### src/rtl/calc_pkg.sv
// Shared constants for the calculator sequencer: key codes, FSM states and
// the operator-code qualifier.
package calc_pkg;

  localparam int unsigned DATA_W     = 16;
  localparam int unsigned OP_W       = 5;
  localparam int unsigned DIGIT_W    = 4;
  localparam int unsigned CNT_W      = 3;
  localparam int unsigned MAX_DIGITS = 4;

  typedef enum logic [OP_W-1:0] {
    KEY_ADD = 5'b1_0000,
    KEY_SUB = 5'b1_0001,
    KEY_EXE = 5'b1_0011,
    KEY_AND = 5'b1_0100,
    KEY_OR  = 5'b1_0101,
    KEY_CE  = 5'b1_0110,
    KEY_CLR = 5'b1_0111
  } key_t;

  typedef enum logic [1:0] {
    ST_ENTER_A = 2'd0,
    ST_OP_SET  = 2'd1,
    ST_ENTER_B = 2'd2,
    ST_RESULT  = 2'd3
  } state_t;

  // True only for the four arithmetic/logic operators.
  function automatic logic is_op(input logic [OP_W-1:0] code);
    return (code == KEY_ADD) || (code == KEY_SUB) ||
           (code == KEY_AND) || (code == KEY_OR);
  endfunction

endpackage

### src/rtl/calc_sequencer_if.sv
// Keypad-detector to sequencer bus: digit/operator/control inputs and the
// display, state and overflow outputs.
interface calc_sequencer_if;
  import calc_pkg::*;

  logic [DIGIT_W-1:0] num;
  logic [OP_W-1:0]    operation;
  logic               EXE;
  logic               CE;
  logic               CLR;
  logic               ok;
  logic [DATA_W-1:0]  display;
  logic [1:0]         state;
  logic               ovf;

  modport master (output num, operation, EXE, CE, CLR, ok,
                  input  display, state, ovf);
  modport slave  (input  num, operation, EXE, CE, CLR, ok,
                  output display, state, ovf);
endinterface

### src/rtl/calc_alu.sv
// Combinational 16-bit ALU; ovf is carry for ADD and borrow for SUB.
module calc_alu
  import calc_pkg::*;
(
  input  logic [DATA_W-1:0] i_a,
  input  logic [DATA_W-1:0] i_b,
  input  logic [OP_W-1:0]   i_op,
  output logic [DATA_W-1:0] o_result,
  output logic              o_ovf
);

  logic [DATA_W:0] w_sum;

  assign w_sum = {1'b0, i_a} + {1'b0, i_b};

  always_comb begin
    o_result = '0;
    o_ovf    = 1'b0;
    case (i_op)
      KEY_ADD: begin
        o_result = w_sum[DATA_W-1:0];
        o_ovf    = w_sum[DATA_W];
      end
      KEY_SUB: begin
        o_result = i_a - i_b;
        o_ovf    = (i_a < i_b);
      end
      KEY_AND: o_result = i_a & i_b;
      KEY_OR:  o_result = i_a | i_b;
      default: ;
    endcase
  end

endmodule

### src/rtl/calc_sequencer.sv
// Four-state calculator sequencer: collects two hex operands and an operator,
// supports chaining, and presents the entry or result on a registered display.
module calc_sequencer
  import calc_pkg::*;
(
  input  logic            clk,
  input  logic            rst,
  calc_sequencer_if.slave bus
);

  state_t              r_state, w_state_nxt;
  logic [DATA_W-1:0]   r_a, r_b, r_r, w_a_nxt, w_b_nxt, w_r_nxt;
  logic [CNT_W-1:0]    r_cnt, w_cnt_nxt;
  logic [OP_W-1:0]     r_op, w_op_nxt, r_prev_op, w_prev_nxt;
  logic                r_ovf, w_ovf_nxt;
  logic [DATA_W-1:0]   r_display, w_display_nxt;
  logic [DATA_W-1:0]   w_alu_res;
  logic                w_alu_ovf;
  logic                w_op_event;
  logic                w_room;

  calc_alu u_alu (
    .i_a      (r_a),
    .i_b      (r_b),
    .i_op     (r_op),
    .o_result (w_alu_res),
    .o_ovf    (w_alu_ovf)
  );

  // An operator press is a valid code that differs from last cycle's level.
  assign w_op_event = is_op(bus.operation) && (bus.operation != r_prev_op);
  assign w_room     = (r_cnt < CNT_W'(MAX_DIGITS));

  always_comb begin
    w_state_nxt = r_state;
    w_a_nxt     = r_a;
    w_b_nxt     = r_b;
    w_r_nxt     = r_r;
    w_cnt_nxt   = r_cnt;
    w_op_nxt    = r_op;
    w_ovf_nxt   = r_ovf;
    w_prev_nxt  = bus.operation;

    if (bus.CLR) begin
      w_state_nxt = ST_ENTER_A;
      w_a_nxt     = '0;
      w_b_nxt     = '0;
      w_r_nxt     = '0;
      w_cnt_nxt   = '0;
      w_op_nxt    = KEY_ADD;
      w_ovf_nxt   = 1'b0;
      w_prev_nxt  = '0;
    end else if (bus.CE) begin
      w_ovf_nxt = 1'b0;
      w_cnt_nxt = '0;
      case (r_state)
        ST_ENTER_A: w_a_nxt = '0;
        ST_OP_SET:  w_state_nxt = ST_ENTER_A;
        ST_ENTER_B: w_b_nxt = '0;
        ST_RESULT: begin
          w_a_nxt     = '0;
          w_state_nxt = ST_ENTER_A;
        end
        default: ;
      endcase
    end else if (bus.EXE) begin
      if (r_state == ST_ENTER_B) begin
        w_r_nxt     = w_alu_res;
        w_ovf_nxt   = w_alu_ovf;
        w_state_nxt = ST_RESULT;
      end
    end else if (bus.ok) begin
      case (r_state)
        ST_ENTER_A: if (w_room) begin
          w_a_nxt   = {r_a[DATA_W-DIGIT_W-1:0], bus.num};
          w_cnt_nxt = r_cnt + CNT_W'(1);
        end
        ST_OP_SET: begin
          w_b_nxt     = DATA_W'(bus.num);
          w_cnt_nxt   = CNT_W'(1);
          w_state_nxt = ST_ENTER_B;
        end
        ST_ENTER_B: if (w_room) begin
          w_b_nxt   = {r_b[DATA_W-DIGIT_W-1:0], bus.num};
          w_cnt_nxt = r_cnt + CNT_W'(1);
        end
        ST_RESULT: begin
          w_a_nxt     = DATA_W'(bus.num);
          w_cnt_nxt   = CNT_W'(1);
          w_state_nxt = ST_ENTER_A;
        end
        default: ;
      endcase
    end else if (w_op_event) begin
      w_op_nxt    = bus.operation;
      w_cnt_nxt   = '0;
      w_state_nxt = ST_OP_SET;
      if (r_state == ST_ENTER_B) begin
        w_a_nxt   = w_alu_res;
        w_ovf_nxt = w_alu_ovf;
      end else if (r_state == ST_RESULT) begin
        w_a_nxt = r_r;
      end
    end

    case (w_state_nxt)
      ST_ENTER_B: w_display_nxt = w_b_nxt;
      ST_RESULT:  w_display_nxt = w_r_nxt;
      default:    w_display_nxt = w_a_nxt;
    endcase
  end

  always_ff @(posedge clk or posedge rst) begin
    if (rst) begin
      r_state   <= ST_ENTER_A;
      r_a       <= '0;
      r_b       <= '0;
      r_r       <= '0;
      r_cnt     <= '0;
      r_op      <= KEY_ADD;
      r_prev_op <= '0;
      r_ovf     <= 1'b0;
      r_display <= '0;
    end else begin
      r_state   <= w_state_nxt;
      r_a       <= w_a_nxt;
      r_b       <= w_b_nxt;
      r_r       <= w_r_nxt;
      r_cnt     <= w_cnt_nxt;
      r_op      <= w_op_nxt;
      r_prev_op <= w_prev_nxt;
      r_ovf     <= w_ovf_nxt;
      r_display <= w_display_nxt;
    end
  end

  assign bus.display = r_display;
  assign bus.state   = r_state;
  assign bus.ovf     = r_ovf;

endmodule

### src/flat_wrapper.sv
// flat-port wrapper written by rule: the top's interface ports become plain ports
module calc_sequencer_flat import calc_pkg::*;
  (clk, rst, bus_num, bus_operation, bus_EXE, bus_CE, bus_CLR, bus_ok, bus_display, bus_state, bus_ovf);
  calc_sequencer_if bus_i ();
  input  logic clk;
  input  logic rst;
  input wire logic [$bits(bus_i.num)-1:0] bus_num;
  input wire logic [$bits(bus_i.operation)-1:0] bus_operation;
  input wire logic [$bits(bus_i.EXE)-1:0] bus_EXE;
  input wire logic [$bits(bus_i.CE)-1:0] bus_CE;
  input wire logic [$bits(bus_i.CLR)-1:0] bus_CLR;
  input wire logic [$bits(bus_i.ok)-1:0] bus_ok;
  output wire logic [$bits(bus_i.display)-1:0] bus_display;
  output wire logic [$bits(bus_i.state)-1:0] bus_state;
  output wire logic [$bits(bus_i.ovf)-1:0] bus_ovf;
  assign bus_i.num = bus_num;
  assign bus_i.operation = bus_operation;
  assign bus_i.EXE = bus_EXE;
  assign bus_i.CE = bus_CE;
  assign bus_i.CLR = bus_CLR;
  assign bus_i.ok = bus_ok;
  assign bus_display = bus_i.display;
  assign bus_state = bus_i.state;
  assign bus_ovf = bus_i.ovf;
  calc_sequencer u_core (.clk(clk), .rst(rst), .bus(bus_i));
endmodule
### config.mk
export PLATFORM = sky130hd
export DESIGN_NAME = calc_sequencer_flat
export DESIGN_NICKNAME = d
export VERILOG_FILES = /design/src/rtl/calc_pkg.sv /design/src/rtl/calc_sequencer_if.sv /design/src/rtl/calc_alu.sv /design/src/rtl/calc_sequencer.sv /design/src/flat_wrapper.sv
export SDC_FILE = /design/constraint.sdc
export NUM_CORES = 1
export LEC_CHECK = 0
export BUFFER_PORTS_ARGS = -buffer_cell sky130_fd_sc_hd__buf_2
export CAP_MARGIN = 20
export CORE_AREA = 4 4 137 139
export DETAILED_ROUTE_END_ITERATION = 10
export DIE_AREA = 0 0 141 143
export PLACE_DENSITY_LB_ADDON = 0.25
export SLEW_MARGIN = 15
export SYNTH_ARGS = -nofsm -noshare
export SYNTH_HDL_FRONTEND = slang
export SYNTH_HIERARCHICAL = 1
export SYNTH_SLANG_ARGS = --single-unit
### constraint.sdc
create_clock -name clk -period 9.93 [get_ports clk]
set_clock_uncertainty 0.15 [all_clocks]
set_input_delay 0.4965 -clock clk [delete_from_list [all_inputs] [get_ports clk]]
set_output_delay 0.4965 -clock clk [all_outputs]
set_load 0.02 [all_outputs]
## Word-level counts from Yosys, hierarchy flattened

Cells that the tools add are included.

- Order comparisons: 2
- Divide/modulo/power cells: 0
- Reduce and logical (&&, ||, !) cells: 14
- Equal/unequal tests: 20
- Multiply operators: 0
- Bitwise gates (word level): 2
- Shift operators: 0
- Add/subtract/negate cells: 3
- Mux-type cells: 51

Operators with widths:

| cell | number |
|---|---|
| 2-to-1 mux 16 bit | 19 |
| case mux 16 bit (2 select lines) | 3 |
| case mux 16 bit (4 select lines) | 1 |
| equality test 5 bit, second input constant | 8 |
| 2-to-1 mux 5 bit | 6 |
| 2-to-1 mux 3 bit | 6 |
| adder 16 x 16 -> 17 bit | 1 |
| AND 16 bit | 1 |
| < comparator 16 bit | 1 |
| OR 16 bit | 1 |
| subtractor 16 bit | 1 |
| 2-to-1 mux 2 bit | 7 |
| equality test 2 bit, second input constant | 4 |
| nonzero test 4 bit | 2 |
| 2-to-1 mux 1 bit | 6 |
| case mux 3 bit (2 select lines) | 1 |
| OR reduction 2 bit | 3 |
| != test 5 x 4 -> 1 bit, second input constant | 1 |
| != test 5 bit | 1 |
| != test 2 x 1 -> 1 bit, second input constant | 2 |
| != test 4 bit, second input constant | 1 |
| case mux 2 bit (2 select lines) | 1 |
| AND reduction 4 bit | 1 |
| adder 3 x 1 -> 3 bit, second input constant | 1 |
| 11 further kinds | 13 |

- Memories: 0
- ROM bits: 0
- Register bits: 80
- Bits in latches: 0
- Memory bits (writable): 0

## Depth between registers and ports, before layout

Gate-level depths: netlist of run 1.

- Depth in word-level cells: 12
- Depth in mapped cells: 17

## Modules after synthesis

Netlist of run 1, hierarchy kept.

Modules (own cells, without submodules):

| module | area each (µm²) | instances | cells each | seq. area each (µm²) |
|---|---|---|---|---|
| calc_sequencer | 4,569.4 | 1 | 452 | 2,003.2 |
| calc_alu | 2,299.7 | 1 | 337 | 0.0 |

## Least setup slack after synthesis of run 1

Ideal clock, no wire load.

- Path kind: register -> register
- Start point: register u_core.r_a[4]
- End point: register u_core.r_display[15] (netlist: u_core/bus.display[15])
- Setup time: 0.125 ns
- Slack: 6.564 ns
- Stages on the path, launching flop included: 16
- Arrival: 3.091 ns
- Cells stage by stage: dfrtp_1 inv_1 ha_1 buf_6 a21o_1 a31oi_4 a21boi_2 a221o_1 o21ai_0 a22oi_1 a211o_1 mux2_2 nor3_1 mux2i_1 o21a_1 mux2_4

- Longest elaborated chain between the ends: 9
- Elaborated cells between the ends (all ways): 14
- Classes of those cells: 2 x add/sub; 12 x mux

RTL lines:

| element | RTL line | source |
|---|---|---|
| start: declaration | calc_sequencer.sv:12 | `logic [DATA_W-1:0] r_a, r_b, r_r, w_a_nxt, w_b_nxt, w_r_nxt;` |
| start signal: assignment | calc_sequencer.sv:126 | `r_a <= w_a_nxt;` |
| subtractor 16 bit or adder 16 x 16 -> 17 bit (tied branches) | calc_alu.sv:25, calc_alu.sv:14 |  |
| case mux 16 bit (4 select lines) * | calc_alu.sv:19 | `case (i_op)` |
| via u_core.w_alu_res[15] | calc_sequencer.sv:17 | `logic [DATA_W-1:0] w_alu_res;` |
| 2-to-1 mux 16 bit * | calc_sequencer.sv:98 | `if (r_state == ST_ENTER_B) begin` |
| 2-to-1 mux 16 bit * | calc_sequencer.sv:94 | `end else if (w_op_event) begin` |
| 2-to-1 mux 16 bit * | calc_sequencer.sv:72 | `end else if (bus.ok) begin` |
| 2-to-1 mux 16 bit * | calc_sequencer.sv:66 | `end else if (bus.EXE) begin` |
| 2-to-1 mux 16 bit * | calc_sequencer.sv:53 | `end else if (bus.CE) begin` |
| 2-to-1 mux 16 bit * | calc_sequencer.sv:44 | `if (bus.CLR) begin` |
| via u_core.w_a_nxt[15] | calc_sequencer.sv:12 |  |
| case mux 16 bit (2 select lines) * | calc_sequencer.sv:106 | `case (w_state_nxt)` |
| via u_core.w_display_nxt[15] | calc_sequencer.sv:16 | `logic [DATA_W-1:0] r_display, w_display_nxt;` |
| end signal: assignment | calc_sequencer.sv:133 | `r_display <= w_display_nxt;` |
| end: declaration | calc_sequencer.sv:16 |  |

The timed path passes the listed nets; every way through them passes the cells marked *.
A chain may end at the register's enable or synchronous reset.

## Worst setup path after layout of run 1

- Start point: register u_core.r_a[9]
- End point: register u_core.r_display[14] (netlist: u_core/bus.display[14])

Same word-level chain as after synthesis.

==> results of run 1 <==
## area by class of cell
type,instances,area [um^2],area share (%)
inverter,56,211,2.83
multi-input combinational,605,4450,59.5
clock inverter,4,28.8,0.385
clock buffer,12,256,3.43
timing repair buffer,42,240,3.21
sequential,80,2000,26.8
tap,229,287,3.83
## through the flow
stage | std cells | setup slack, ns | hold WS [ns]
2_1_floorplan | 789 | 6.56 | 0.339
6_report | 1028 | 5.97 | 0.197
3_3_place_gp | 1010 | 6.06 | 0.335
4_1_cts | 1027 | 6.08 | 0.260
5_1_grt | 1028 | 5.77 | 0.278
3_5_place_dp | 1011 | 6.09 | 0.370
## where the power goes
group / internal (W) / leakage [nW] / switching, W
sequential: 0.000336 / 1.09 / 0.0000148
combinational: 0.0000700 / 1.99 / 0.000129
clock: 0.000183 / 0.135 / 0.000148
total: 0.000589 / 3.22 / 0.000292
## sequential cells by signal, indices dropped and copies added, names as in the netlist
name                cells
u_core/r_a             16
u_core/bus.display     16
u_core/r_op             5
u_core/r_prev_op        5
u_core/bus.ovf          1
u_core/bus.state        2
u_core/r_cnt            3
u_core/r_b             16
u_core/r_r             16
## per-layer routing
| metal | vias up | track usage, % |
|---|---|---|
| li1 | 2879 | - |
| met1 | 3051 | 31.2 |
| met2 | 282 | 35.8 |
| met3 | 39 | 3.35 |
| met4 | 0 | 7.45 |
| met5 | - | 0 |
## critical path, stage by stage (launching register included)
cell and delay (ns):
dfrtp_1 0.49, inv_1 0.07, ha_1 0.47, inv_1 0.14
a21oi_1 0.37, o31ai_1 0.16, a2111oi_0 0.44, o2bb2ai_1 0.25
o221ai_1 0.18, a221o_1 0.38, a22oi_1 0.19, and3_1 0.17
o221a_2 0.17, a211oi_1 0.05, nand2_1 0.08, o21ai_0 0.08
## cells by family after synthesis
logic type / share of synthesized area (%)
AO/OA/AOI/OAI: 25.7
XOR/XNOR: 1.58
adder cells (fa/ha/maj): 11.1
buffers and inverters: 6.25
flip-flops: 29.2
multiplexers: 10.9
AND/OR/NAND/NOR: 15.3
## placed cells by master, fill, tap and decap left out, types with 16 or more instances in the layout
cell type / instances
ha_1: 58
mux2i_1: 20
mux2_2: 38
nor2_1: 67
o21ai_0: 40
a221oi_1: 19
buf_2: 33
a21oi_1: 61
dfrtp_1: 79
nand2_1: 68
a22oi_1: 16
inv_1: 54
## worst max-delay path by stage
stage	cells after the start	startpoint	slack (ns)	end
floorplan	15	u_core/r_a[4]$_DFF_PP0_	6.56	u_core/bus.display[15]$_DFF_PP0_
global route	15	u_core/r_a[9]$_DFF_PP0_	5.77	u_core/bus.display[14]$_DFF_PP0_
detailed placement	15	u_core/r_a[9]$_DFF_PP0_	6.09	u_core/bus.display[14]$_DFF_PP0_
global placement	15	u_core/r_a[9]$_DFF_PP0_	6.06	u_core/bus.display[14]$_DFF_PP0_
CTS	15	u_core/r_a[9]$_DFF_PP0_	6.08	u_core/bus.display[14]$_DFF_PP0_
finish	15	u_core/r_a[9]$_DFF_PP0_	5.97	u_core/bus.display[14]$_DFF_PP0_
==> impl_metrics.py, run 1 <==
metrics = {
    "run_status": {
        "status": "completed",
    },
    "clocking": {
        "ctsHoldBuffers": 0,
        "postCtsSetupBuffers": 0,
        "cts-resized-gates": 0,
        "clockBufferDepth": 2,
        "clk_latency_ns": 0.35,
        "tritoncts": "built",
        "path_clk_slew_ns": 0.07,
        "cts_root_buf": "clkbuf_16",
        "htree_levels": 3,
        "numCtsBuffers": 9,
        "cts_sinks": 80,
    },
    "grt": {
        "globalRouteTotalUtil_pct": 22.4,
        "grt_pass1_wl_um": 35100,
        "overflow": 0,
        "grt_pass1_vias": 6168,
        "grt_start_max_net_pins": 81,
        "antenna_found_initial": 0,
    },
    "detailed_routing": {
        "wl_met3_um": 1600,
        "wl_per_cell_um": 22.0,
        "drt_iter0_markers": 727,
        "dr.max_layer_used": "met4",
        "drt-met1-wl_um": 10100,
        "route.detailed.drc": 0,
        "drt_wl_total_um": 22600,
        "drt.antenna.violating_nets": 0,
        "wl_met2_um": 10500,
        "dr.pass1.iters": 5,
        "num_vias": 6251,
        "routed_via_density": 6.08,
    },
    "setup_path": {
        "worst_ep_arrival_time_ns": 4.03,
        "crit_path_max_fanout": 10,
        "crit_required_ns": 10.01,
        "worstSetupEndpointType": "flop",
        "reg2reg_depth": 15,
        "r2r_slack_ns": 5.97,
        "reg2reg_from": "u_core/r_a[9]$_DFF_PP0_",
        "critical_path_class": "reg -> reg",
        "start_kind": "flop",
        "rr_endpoint": "u_core/bus.display[14]$_DFF_PP0_",
    },
    "hold_path": {
        "hp-class": "in -> async",
    },
    "die": {
        "die_y_um": 143,
        "ios": 34,
        "fp.dieW_um": 141,
        "dieArea_um2": 20200,
        "rows": 49,
        "initial_core_util_pct": 38.9,
        "core_area_um2": 17700,
    },
    "timing": {
        "worst_pin_slew_ns": 1.09,
        "relSlewSlack_pct": 26.5,
        "period_share_pct": 39.9,
        "rsz0062_at_grt": "no",
        "hold_viol": 0,
        "drv_slew": 0,
        "period_needed_ns": 3.96,
        "setup_viol": 0,
        "tns_ns": 0,
        "clock.fmax_ghz": 0.253,
    },
    "logic_synthesis": {
        "yosysTopAreaCell": "dfrtp_1",
        "synth_area_um2": 6870,
        "synth_top_area_share_pct": 28.8,
        "async_flop_share_pct": 100,
        "synth_flop_cell": "dfrtp_1",
        "synth-seq-cells": 80,
        "yosysMostFrequentCell": "dfrtp_1",
        "syn_inst": 789,
        "synth_edf_count": 0,
        "syn_avg_cell_area_um2": 8.71,
        "ys_seq_area_share_pct": 29.2,
        "syn_nets": 864,
        "synth_cell_types": 77,
        "yosys-top-cells-count": "dfrtp_1, nand2_1, nor2_1, a21oi_1, ha_1",
        "synth_area_leaders": "dfrtp_1, ha_1, mux2_2",
        "yosysWarnings": 6,
    },
    "place": {
        "gp_congestion": 0.971,
        "dpl_cell_area_um2": 7170,
        "numPortBuffers": 33,
        "dp_hpwl_um": 15200,
    },
    "flow_run": {
        "maxCapViolations": 0,
    },
    "power_and_ir_drop": {
        "p_per_area_nw_per_um2": 118,
        "irDropWorstVdd_uv": 79.8,
        "p_total_w": 0.000881,
        "leakage_nw": 3.22,
    },
    "final_layout": {
        "drive_above_1_share_pct": 16.3,
        "syn_to_final_growth_pct": 8.78,
        "n_fill_cell": 1758,
        "fin_nets": 869,
        "diodes": 0,
        "stdcell_area_um2": 7470,
        "postLayoutCoreUtil_pct": 42.3,
    },
}
No activity file was read; power rests on OpenSTA's default activity.
==> run 2: changes to the inputs <==
--- a/config.mk
+++ b/config.mk
@@ -5,11 +5,12 @@
 export SDC_FILE = /design/constraint.sdc
 export NUM_CORES = 1
 export LEC_CHECK = 0
+export ABC_AREA = 1
 export BUFFER_PORTS_ARGS = -buffer_cell sky130_fd_sc_hd__buf_2
 export CAP_MARGIN = 20
-export CORE_AREA = 4 4 137 139
+export CORE_AREA = 4 4 143 145
 export DETAILED_ROUTE_END_ITERATION = 10
-export DIE_AREA = 0 0 141 143
+export DIE_AREA = 0 0 147 149
 export PLACE_DENSITY_LB_ADDON = 0.25
 export SLEW_MARGIN = 15
 export SYNTH_ARGS = -nofsm -noshare
==> constraint.sdc (replaced) <==
create_clock -name clk -period 3.8 [get_ports clk]
set_clock_uncertainty 0.15 [all_clocks]
set_input_delay 0.19 -clock clk [delete_from_list [all_inputs] [get_ports clk]]
set_output_delay 0.19 -clock clk [all_outputs]
set_load 0.02 [all_outputs]
==> run 2 against run 1 <==
Net effect: first-iteration DRC count is 34% higher; total power rose to 3.2 times the previous value; critical path depth decreased by 4; cell count grew 40%; via count up 26%; utilization rose by 0.88 points; non-clock buffer count up 9; largest cell class unchanged.
==> impl_metrics.py, run 2 <==
metrics = {
    "run_status": {
        "status": "completed",
    },
    "detailed_routing": {
        "routed_via_density": 5.46,
        "drt_iter0_markers": 974,
        "drt.antenna.violating_nets": 0,
        "wl_per_cell_um": 17.5,
        "drt_wl_total_um": 25200,
        "num_vias": 7855,
        "dr.pass1.iters": 6,
        "route.detailed.drc": 0,
    },
    "logic_synthesis": {
        "synth_cell_types": 47,
        "synth_top_area_share_pct": 26.1,
        "synth_area_leaders": "dfrtp_1, nand2_1, ha_1",
        "synth-seq-cells": 80,
        "syn_avg_cell_area_um2": 6.52,
        "synth_flop_cell": "dfrtp_1",
        "synth_edf_count": 0,
        "async_flop_share_pct": 100,
        "yosys-top-cells-count": "nand2_1, inv_1, o21ai_0, nor2_1, nand3_1",
        "yosysMostFrequentCell": "nand2_1",
        "ys_seq_area_share_pct": 26.5,
        "yosysWarnings": 6,
        "yosysTopAreaCell": "dfrtp_1",
        "syn_nets": 1235,
        "syn_inst": 1160,
        "synth_area_um2": 7570,
    },
    "power_and_ir_drop": {
        "p_int_w": 0.00185,
        "p_seq_share_pct": 33.6,
        "clkPwrFrac_pct": 39.0,
        "combPwrFrac_pct": 27.4,
        "irDropWorstVdd_uv": 224,
        "p_per_area_nw_per_um2": 337,
        "netSwitchingFraction_pct": 33.9,
        "leakage_nw": 4.09,
        "power_switching_w": 0.000947,
    },
    "die": {
        "core_area_um2": 19200,
        "die_y_um": 149,
        "initial_core_util_pct": 39.4,
        "ios": 34,
        "fp.dieW_um": 147,
        "dieArea_um2": 21900,
        "rows": 51,
    },
    "clocking": {
        "clockBufferDepth": 2,
        "cts_sinks": 80,
        "numCtsBuffers": 9,
        "htree_levels": 3,
        "tritoncts": "built",
        "cts_root_buf": "clkbuf_16",
        "postCtsSetupBuffers": 0,
        "path_clk_slew_ns": 0.06,
        "clk_latency_ns": 0.34,
    },
    "setup_path": {
        "crit_end": "u_core/bus.display[2]$_DFF_PP0_",
        "reg2reg_from": "u_core/bus.state[0]$_DFF_PP0_",
        "path_cells": "inv_1 -> ha_1 -> nand2_1 -> nor2_2 -> nand2_1 -> inv_1 -> o21ai_0 -> nand2_1 -> a21boi_0 -> nand4_1 -> nand3_1",
        "crit_path_max_fanout": 14,
        "critical_path_class": "reg -> reg",
        "r2r_slack_ns": 0.39,
        "rr_endpoint": "u_core/bus.display[2]$_DFF_PP0_",
        "crit_required_ns": 3.84,
        "cpMaxStageDelayCell": "ha_1",
        "reg2reg_depth": 11,
        "worstSetupEndpointType": "flop",
        "start_kind": "flop",
        "crit_path_start": "u_core/bus.state[0]$_DFF_PP0_",
        "cp_common_cell": "nand2_1",
        "slowest_delay_ns": 0.67,
        "worst_ep_arrival_time_ns": 3.45,
    },
    "hold_path": {
        "hp-class": "in -> reg",
    },
    "final_layout": {
        "multi_input_area_um2": 4590,
        "stdcell_area_um2": 8300,
        "fin_nets": 1244,
        "diodes": 0,
        "drive_above_1_share_pct": 10.7,
        "seq_area_um2": 2000,
        "layout_commonest_cell": "nand2_1",
        "n_fill_cell": 2021,
        "layout_common_cells": "nand2_1, inv_1, o21ai_0",
        "syn_to_final_growth_pct": 9.64,
    },
    "place": {
        "dp_hpwl_um": 18600,
        "dp_slack_ns": 0.553,
        "dpl_cell_area_um2": 7850,
        "numPortBuffers": 33,
        "gp_congestion": 0.925,
    },
    "timing": {
        "period_needed_ns": 3.41,
        "period_share_pct": 89.7,
        "drv_slew": 0,
        "hold_viol": 0,
        "worst_pin_slew_ns": 0.781,
        "setup_viol": 0,
        "relSlewSlack_pct": 48.0,
        "worst_slack_ns": 0.390,
        "rsz0062_at_grt": "no",
        "tns_ns": 0,
        "clock.fmax_ghz": 0.293,
    },
    "grt": {
        "antenna_found_initial": 0,
        "grt_pass1_vias": 7293,
        "grt_start_max_net_pins": 57,
        "globalRouteTotalUtil_pct": 22.9,
        "overflow": 0,
        "grt_pass1_wl_um": 40100,
    },
    "flow_run": {
        "maxCapViolations": 0,
    },
}
## run 2: cells by family (layout without fill, tap and decap cells)
logic type / Yosys count / after routing / share of synthesized area (%)
xor+xnor: 3 / 3 / 0.347
simple gates: 549 / 549 / 32.3
mux: 1 / 1 / 0.132
flops: 80 / 80 / 26.5
fa+ha+maj: 60 / 60 / 10.1
buf+inv: 231 / 245 / 12.9
compound gates: 236 / 236 / 17.8
## run 2: routing by layer
metal / global-route usage (%) / share of wire (%) / vias up
met3: 2.43 / 6.9 / 48
met4: 8.62 / 3.0 / 0
met2: 36.3 / 45 / 376
met5: 0 / 0 / -
met1: 32.3 / 45 / 3633
li1: - / - / 3798
## run 2: worst min-delay path by stage
stage	start	cells after the start	endpoint
after floorplan	bus_operation[1]	2	u_core/r_prev_op[1]$_DFF_PP0_
after global placement	bus_operation[0]	3	u_core/r_prev_op[0]$_DFF_PP0_
after CTS	bus_ok	3	u_core/r_cnt[0]$_DFFE_PP0P_
after detailed placement	bus_operation[3]	3	u_core/r_prev_op[3]$_DFF_PP0_
after global routing	bus_ok	3	u_core/r_cnt[0]$_DFFE_PP0P_
final	bus_ok	3	u_core/r_cnt[0]$_DFFE_PP0P_
## run 2: power by group through the flow
stage          Combinational, W  Clock (W)  Sequential [W]
3_3_place_gp           0.000744          0        0.000951
3_5_place_dp           0.000741          0        0.000952
2_1_floorplan          0.000525          0        0.000960
4_1_cts                0.000749    0.00110        0.000937
6_report               0.000765    0.00109        0.000938
5_1_grt                0.000850    0.00114        0.000943
## run 2: final cells by class
| cell class | count | area share [%] |
|---|---|---|
| Inverter | 178 | 8.07 |
| Sequential cell | 80 | 24.1 |
| Multi-Input combinational cell | 849 | 55.4 |
| Timing Repair Buffer | 51 | 3.95 |
| Clock inverter | 5 | 1.55 |
| Clock buffer | 11 | 2.93 |
| Tap cell | 265 | 4.00 |
## run 2: per-stage QoR
stage                     instances  power (W)  hold WS [ns]  utilization (%)
after CTS                      1438    0.00279        0.0672             43.1
after floorplan                1160    0.00148         0.141                -
after global routing           1439    0.00293        0.0893             43.2
after global placement         1416    0.00169         0.283             40.9
final                          1439    0.00279        0.0658             43.2
after detailed placement       1416    0.00169         0.290             40.9
## run 2: critical path: cells and delay by family (launching register included)
kind / cells / cell delay (ns)
fa+ha+maj: 1 / 0.67
buf+inv: 2 / 0.58
simple gates: 6 / 1.13
compound gates: 2 / 0.27
flops: 1 / 0.43
## run 2: what timing repair did
item,CTS,global route
endpoints found under the setup margin,0,0
gates resized for setup,0,0
hold buffers,6,0
endpoints found under the hold margin,59,0
